File: config.mk
export PLATFORM = sky130hd
export DESIGN_NAME = fir_output_collector
export DESIGN_NICKNAME = d
export VERILOG_FILES = /design/src/rtl/fir_pkg.sv /design/src/rtl/fir_sync_fifo.sv /design/src/rtl/fir_output_collector.sv
export SDC_FILE = /design/constraint.sdc
export NUM_CORES = 1
export LEC_CHECK = 0
export CAP_MARGIN = 20
export CELL_PAD_IN_SITES_DETAIL_PLACEMENT = 1
export CELL_PAD_IN_SITES_GLOBAL_PLACEMENT = 2
export CORE_ASPECT_RATIO = 0.6
export CORE_MARGIN = 2
export CORE_UTILIZATION = 46
export CTS_BUF_LIST = sky130_fd_sc_hd__clkbuf_16
export CTS_CLUSTER_SIZE = 25
export DETAILED_ROUTE_END_ITERATION = 7
export GPL_TIMING_DRIVEN = 1
export PLACE_DENSITY = 0.83
export SYNTH_ARGS = -nofsm -noshare
export SYNTH_HDL_FRONTEND = slang
export SYNTH_SLANG_ARGS = --single-unit
File: constraint.sdc
create_clock -name clk -period 10.3 [get_ports clk]
set_input_delay 2.06 -clock clk [delete_from_list [all_inputs] [get_ports clk]]
set_output_delay 2.06 -clock clk [all_outputs]
set_load 0.05 [all_outputs]
File: src/rtl/fir_pkg.sv
// Shared constants and helpers for the FIR sink-side blocks.
package fir_pkg;

  localparam int FIR_DW  = 18;  // FIR output sample width
  localparam int DECIM_W = 8;   // decimation factor field width

  // Ceiling log2, used to size FIFO pointers from the depth.
  function automatic int clog2(input int v);
    int r;
    r = 0;
    while ((1 << r) < v) r++;
    return r;
  endfunction

endpackage

File: src/rtl/fir_sync_fifo.sv
// Show-ahead synchronous FIFO: head_data is combinationally mem[rd_ptr].
// Pointers and count reset asynchronously; storage is not reset.
module fir_sync_fifo #(
  parameter int DW    = 18,
  parameter int DEPTH = 8,
  parameter int AW    = 3
) (
  input  logic          clk,
  input  logic          reset,
  input  logic          push,
  input  logic [DW-1:0] push_data,
  input  logic          pop,
  output logic [DW-1:0] head_data,
  output logic [AW:0]   count,
  output logic          full,
  output logic          empty
);

  localparam logic [AW:0] DEPTH_C = (AW+1)'(DEPTH);

  logic [DW-1:0] mem_q [DEPTH];
  logic [AW-1:0] wr_ptr_q, wr_ptr_d;
  logic [AW-1:0] rd_ptr_q, rd_ptr_d;
  logic [AW:0]   count_q,  count_d;

  // Next-state for pointers and occupancy; pointers wrap naturally (DEPTH = 2^AW).
  always_comb begin
    wr_ptr_d = wr_ptr_q;
    rd_ptr_d = rd_ptr_q;
    count_d  = count_q;
    if (push) wr_ptr_d = wr_ptr_q + AW'(1);
    if (pop)  rd_ptr_d = rd_ptr_q + AW'(1);
    case ({push, pop})
      2'b10:   count_d = count_q + (AW+1)'(1);
      2'b01:   count_d = count_q - (AW+1)'(1);
      default: count_d = count_q;
    endcase
  end

  // Pointer/count registers.
  always_ff @(posedge clk or posedge reset) begin
    if (reset) begin
      wr_ptr_q <= '0;
      rd_ptr_q <= '0;
      count_q  <= '0;
    end else begin
      wr_ptr_q <= wr_ptr_d;
      rd_ptr_q <= rd_ptr_d;
      count_q  <= count_d;
    end
  end

  // Storage write; contents are don't-care until counted as valid.
  always_ff @(posedge clk) begin
    if (push) mem_q[wr_ptr_q] <= push_data;
  end

  assign head_data = mem_q[rd_ptr_q];
  assign count     = count_q;
  assign full      = (count_q == DEPTH_C);
  assign empty     = (count_q == '0);

endmodule

File: src/rtl/fir_output_collector.sv
// Collects the FIR output stream, decimates it, buffers kept samples and
// back-pressures the FIR through its clk_ena stall input.
module fir_output_collector
  import fir_pkg::*;
#(
  parameter int DW    = FIR_DW,
  parameter int DEPTH = 8,
  parameter int AW    = clog2(DEPTH),
  parameter int CNTW  = 16
) (
  input  logic               clk,
  input  logic               reset,
  input  logic               fir_o_valid,
  input  logic [DW-1:0]      fir_o_out,
  output logic               fir_clk_ena,
  input  logic [DECIM_W-1:0] decim_m,
  output logic               m_valid,
  input  logic               m_ready,
  output logic [DW-1:0]      m_data,
  output logic [AW:0]        fifo_level,
  output logic [CNTW-1:0]    sample_cnt
);

  logic [DECIM_W-1:0] phase_q, phase_d;
  logic [CNTW-1:0]    sample_cnt_q, sample_cnt_d;
  logic [DECIM_W-1:0] m_eff;
  logic               consume, keep, pop;
  logic [DW-1:0]      head_data;
  logic [AW:0]        count;
  logic               full, empty;

  // Stall depends only on registered occupancy; a pop never reopens a full
  // FIFO in the same cycle, so the FIR resumes one cycle after the pop.
  assign fir_clk_ena = ~full;
  assign consume     = fir_clk_ena & fir_o_valid;
  assign m_eff       = (decim_m == '0) ? DECIM_W'(1) : decim_m;
  assign keep        = consume & (phase_q == '0);
  assign pop         = m_valid & m_ready;

  // Decimation phase and pushed-sample counter next-state. The >= compare
  // lets the phase wrap cleanly if decim_m shrinks mid-stream.
  always_comb begin
    phase_d      = phase_q;
    sample_cnt_d = sample_cnt_q;
    if (consume) phase_d = (phase_q >= m_eff - DECIM_W'(1)) ? '0 : phase_q + DECIM_W'(1);
    if (keep)    sample_cnt_d = sample_cnt_q + CNTW'(1);
  end

  // Phase and counter registers.
  always_ff @(posedge clk or posedge reset) begin
    if (reset) begin
      phase_q      <= '0;
      sample_cnt_q <= '0;
    end else begin
      phase_q      <= phase_d;
      sample_cnt_q <= sample_cnt_d;
    end
  end

  fir_sync_fifo #(.DW(DW), .DEPTH(DEPTH), .AW(AW)) u_fifo (
    .clk       (clk),
    .reset     (reset),
    .push      (keep),
    .push_data (fir_o_out),
    .pop       (pop),
    .head_data (head_data),
    .count     (count),
    .full      (full),
    .empty     (empty)
  );

  assign m_valid    = ~empty;
  assign m_data     = m_valid ? head_data : '0;
  assign fifo_level = count;
  assign sample_cnt = sample_cnt_q;

endmodule

==> flow_summary_export.csv <==
group,metric,value,unit
min_path,hold-path-cell-count,1,
worst_setup_path,cp-start-kind,"flop",
global_route,via_count_of_the_first_global_routing_pass,4361,
synthesis,synth_top_area_share,57.7,%
detailed_routing,vias,4085,
clocking,cts_resized,0,
power_and_ir_drop,cellLeakagePower,0.00324,µW
synthesis,syn-num-nets,480,
synthesis,synth.area.top_cells,"sky130_fd_sc_hd__edfxtp_1 58%, sky130_fd_sc_hd__dfrtp_1 11%, sky130_fd_sc_hd__mux4_2 11%, sky130_fd_sc_hd__ha_1 2.8%, sky130_fd_sc_hd__mux2i_1 2.8%",
detailed_routing,wl_met1,7280,µm
worst_setup_path,cp.arrival,3.26,ns
floorplan,start_util,46.6,%
global_route,grt_use_total,19.4,%
synthesis,synth-simple-area-share,7.23,%
synthesis,synth_warnings,0,
detailed_routing,drt.antenna.violating_nets,0,
clocking,clockBufferDepth,2,
detailed_routing,top_signal_layer_used,"met4",
worst_setup_path,critPathMaxFanout,22,
clocking,clock_buffers_created_by_tritoncts,17,
detailed_routing,dr.pass1.iters,4,
global_route,grt_overflow,0,
power_and_ir_drop,worst_ir_drop_vdd,0.137,mV
worst_setup_path,crit_chain,"buf_4 > mux4_2 > mux2i_1 > nor2_1 > clkdlybuf4s50_1",
floorplan,chipWidth,169,µm
synthesis,synth-edff-count,144,
worst_setup_path,timing.critical_path.required,8.24,ns
placement,place_hpwl,10000,µm
timing,rsz0062_at_grt,"false",
synthesis,yosys.cell_types.count,45,
layout,finalNetCount,566,
detailed_routing,routed-wl-met3,590,µm
clocking,post_cts_clock_slew_at_the_launch_and_capture_registers_of_the_worst_setup_and_hold_paths,0.07,ns
global_route,grt_pass1_wl,24600,µm
timing,timing.final.max_slew_violations,0,
synthesis,yosys.area_share.adder,3.11,%
synthesis,synthesis.area,7490,µm²
clocking,cts_max_level,4,
layout,multi_input_gate_area,2240,µm²
timing,worst_slew_margin_rel,39.7,%
floorplan,dieHeight,103,µm
timing,timing.setup.tns,0,ns
worst_setup_path,critical_path.max_stage_delay,0.73,ns
layout,n_fill_cell,1459,
job,max_cap_viol_count,0,
synthesis,synth_top_flop_cell,"sky130_fd_sc_hd__edfxtp_1",
timing,period_minus_slack,5.32,ns
layout,diodes,0,
clocking,cts.sink_count,178,
detailed_routing,drt_total_wl,15800,µm
worst_setup_path,cp-end-kind,"output port",
floorplan,core_area,16100,µm²
synthesis,syn-mean-instance-area,17.3,µm²
layout,sequential_cell_area,5180,µm²
min_path,holdCritPathClass,"reg -> reg",
detailed_routing,via_per_inst,5.52,
timing,report.final.setup_viol,0,
placement,io_buffer_count,69,
synthesis,synth_top_area_cell,"sky130_fd_sc_hd__edfxtp_1",
clocking,root_buffer_cell,"sky130_fd_sc_hd__clkbuf_16",
timing,fin_worst_skew,0.00692,ns
layout,final_layout_size_suffix_gt1_share,18.6,%
worst_setup_path,timing.critical_path.slowest_stage_cell,"sky130_fd_sc_hd__dfrtp_2",
floorplan,fp.dieArea,17400,µm²
status,run_status,"complete, no violations",
synthesis,synth_seq_cells,178,
placement,placement.cell_area,8510,µm²
synthesis,synth_compound_area_share,1.90,%
global_route,grt_antenna_before_repair,0,
detailed_routing,drt_iter0_markers,253,
synthesis,synthCells,432,
floorplan,core.rowCount,36,
clocking,post_cts_hold_buffer_count,0,
placement,gp_congestion,0.760,
detailed_routing,post-route-drc-count,0,
clocking,tritoncts,"yes",
timing,tightestPinTransition,0.897,ns
floorplan,floorplan.io_pins,70,
clocking,cts_setup_buffers,0,
layout,area_growth_syn_to_layout,21.1,%
detailed_routing,wl_per_cell,21.4,µm
synthesis,synth-xor-area-share,3.27,%
timing,fmaxAchievable,0.188,GHz
power_and_ir_drop,p_per_area,269,nW/µm²
worst_setup_path,critPathKind,"reg -> out",
synthesis,ys_seq_area_share,69.0,%
timing,final.period_utilization,51.6,%
synthesis,synthArstFlopShare,19.1,%
synthesis,synth.area.mux_share,13.9,%
worst_setup_path,reg2regPathDepth,11,
synthesis,synth_top_family_by_area,"multiplexers",
clocking,skew_pair_late_insertion_delay,0.43,ns
detailed_routing,detailroute.wirelength.met2,7820,µm
layout,finish.instance_area,9070,µm²
global_route,grt_start_max_net_pins,35,
timing,number_of_hold_violations_in_the_final_report,0,
cell usage in the layout (no fill, tap or decap), types with 3 or more instances in the layout:
| cell | count |
|---|---|
| sky130_fd_sc_hd__mux4_2 | 36 |
| sky130_fd_sc_hd__nor2_1 | 32 |
| sky130_fd_sc_hd__dfrtp_1 | 33 |
| sky130_fd_sc_hd__nand4_1 | 7 |
| sky130_fd_sc_hd__inv_8 | 4 |
| sky130_fd_sc_hd__o21ai_0 | 7 |
| sky130_fd_sc_hd__and3_1 | 3 |
| sky130_fd_sc_hd__nor4_1 | 4 |
| sky130_fd_sc_hd__inv_1 | 9 |
| sky130_fd_sc_hd__nor3_1 | 5 |
| sky130_fd_sc_hd__xnor2_1 | 15 |
| sky130_fd_sc_hd__xor2_1 | 13 |
| sky130_fd_sc_hd__nand3_1 | 6 |
| sky130_fd_sc_hd__a21oi_1 | 4 |
| sky130_fd_sc_hd__a22o_1 | 3 |
| sky130_fd_sc_hd__inv_6 | 5 |
| sky130_fd_sc_hd__nand2_1 | 24 |
| sky130_fd_sc_hd__clkdlybuf4s50_1 | 69 |
| sky130_fd_sc_hd__edfxtp_1 | 144 |
| sky130_fd_sc_hd__mux2i_1 | 21 |
| sky130_fd_sc_hd__buf_4 | 13 |
| sky130_fd_sc_hd__ha_1 | 17 |
| sky130_fd_sc_hd__clkbuf_16 | 17 |
synth_stat cells (2+ instances only):
library cell / count
sky130_fd_sc_hd__and3_1: 3
sky130_fd_sc_hd__mux2i_1: 21
sky130_fd_sc_hd__a21oi_1: 4
sky130_fd_sc_hd__clkbuf_1: 7
sky130_fd_sc_hd__o21ai_0: 7
sky130_fd_sc_hd__mux2_2: 2
sky130_fd_sc_hd__nor3_1: 7
sky130_fd_sc_hd__xor2_1: 13
sky130_fd_sc_hd__nor4_1: 5
sky130_fd_sc_hd__buf_2: 4
sky130_fd_sc_hd__mux4_2: 36
sky130_fd_sc_hd__edfxtp_1: 144
sky130_fd_sc_hd__o31ai_1: 2
sky130_fd_sc_hd__ha_1: 17
sky130_fd_sc_hd__buf_1: 2
sky130_fd_sc_hd__a211o_1: 2
sky130_fd_sc_hd__dfrtp_1: 34
sky130_fd_sc_hd__inv_1: 9
sky130_fd_sc_hd__nand2_1: 24
sky130_fd_sc_hd__nor2b_1: 2
sky130_fd_sc_hd__nor2_1: 32
sky130_fd_sc_hd__nor4b_1: 3
sky130_fd_sc_hd__nand4_1: 7
sky130_fd_sc_hd__xnor2_1: 15
sky130_fd_sc_hd__nand3_1: 6
sky130_fd_sc_hd__a22o_1: 3
sky130_fd_sc_hd__nor3b_1: 2
sky130_fd_sc_hd__buf_6: 2
worst max-delay path, delay by kind of cell (launching register included):
family | cells | cell delay [ns]
flip-flops | 1 | 0.73
buffers and inverters | 2 | 1.21
AND/OR/NAND/NOR | 1 | 0.07
multiplexers | 2 | 0.82
sequential cells by signal, summed over array words and instances, names as in the netlist:
name	flops
u_fifo.wr_ptr_q	3
u_fifo.mem_q	144
sample_cnt	16
u_fifo.count	4
phase_q	8
u_fifo.rd_ptr_q	3
final cells by class:
cell class	instances	area share [%]
clock buffer	17	4.69
clock inverter	15	1.54
inverter	10	0.414
multi-input combinational	229	24.7
sequential	178	57.0
tap	209	2.88
timing repair buffer	82	8.69
cells by family after synthesis:
| group | after synthesis |
|---|---|
| flip-flops | 178 |
| AND/OR/NAND/NOR | 102 |
| multiplexers | 59 |
| XOR/XNOR | 28 |
| buffers and inverters | 25 |
| AO/OA/AOI/OAI | 22 |
| adder cells (fa/ha/maj) | 18 |
stage by stage:
step                      hold WS [ns]  worst slack, ns  total power, µW  utilization, %  std cells
after global routing             0.492             4.72             2560            56.4        740
after detailed placement         0.463             4.55             1850            52.9        708
after floorplan                  0.524             5.23             1560               -        432
after global placement           0.458             4.85             1820            52.9        708
after CTS                        0.473             4.88             2470            56.4        740
final                            0.472             4.98             2440            56.4        740
final timing paths:
path	start	end	slack, ns
worst max register to register	u_fifo.count[0]	u_fifo.count[3]	7.21
worst min register to register	sample_cnt[15]	sample_cnt[15]	0.47
max in group asynchronous	reset	u_fifo.rd_ptr_q[0]	7.93
worst min-delay path	sample_cnt[15]	sample_cnt[15]	0.47
worst max-delay path	u_fifo.rd_ptr_q[0]	m_data[14]	4.98
min in group asynchronous	reset	sample_cnt[4]	2.03
per-layer routing:
metal	vias up	GRT usage (%)
met4	0	5.11
met5	-	0
met3	19	5.03
met1	2143	25.8
met2	64	32.3
li1	1859	-
report_power, final:
| part | internal (µW) | switching [µW] | leakage (µW) |
|---|---|---|---|
| logic | 380 | 527 | 0.00123 |
| registers | 815 | 107 | 0.00173 |
| clock network | 321 | 294 | 0.000279 |
No activity file was read; power rests on OpenSTA's default activity.
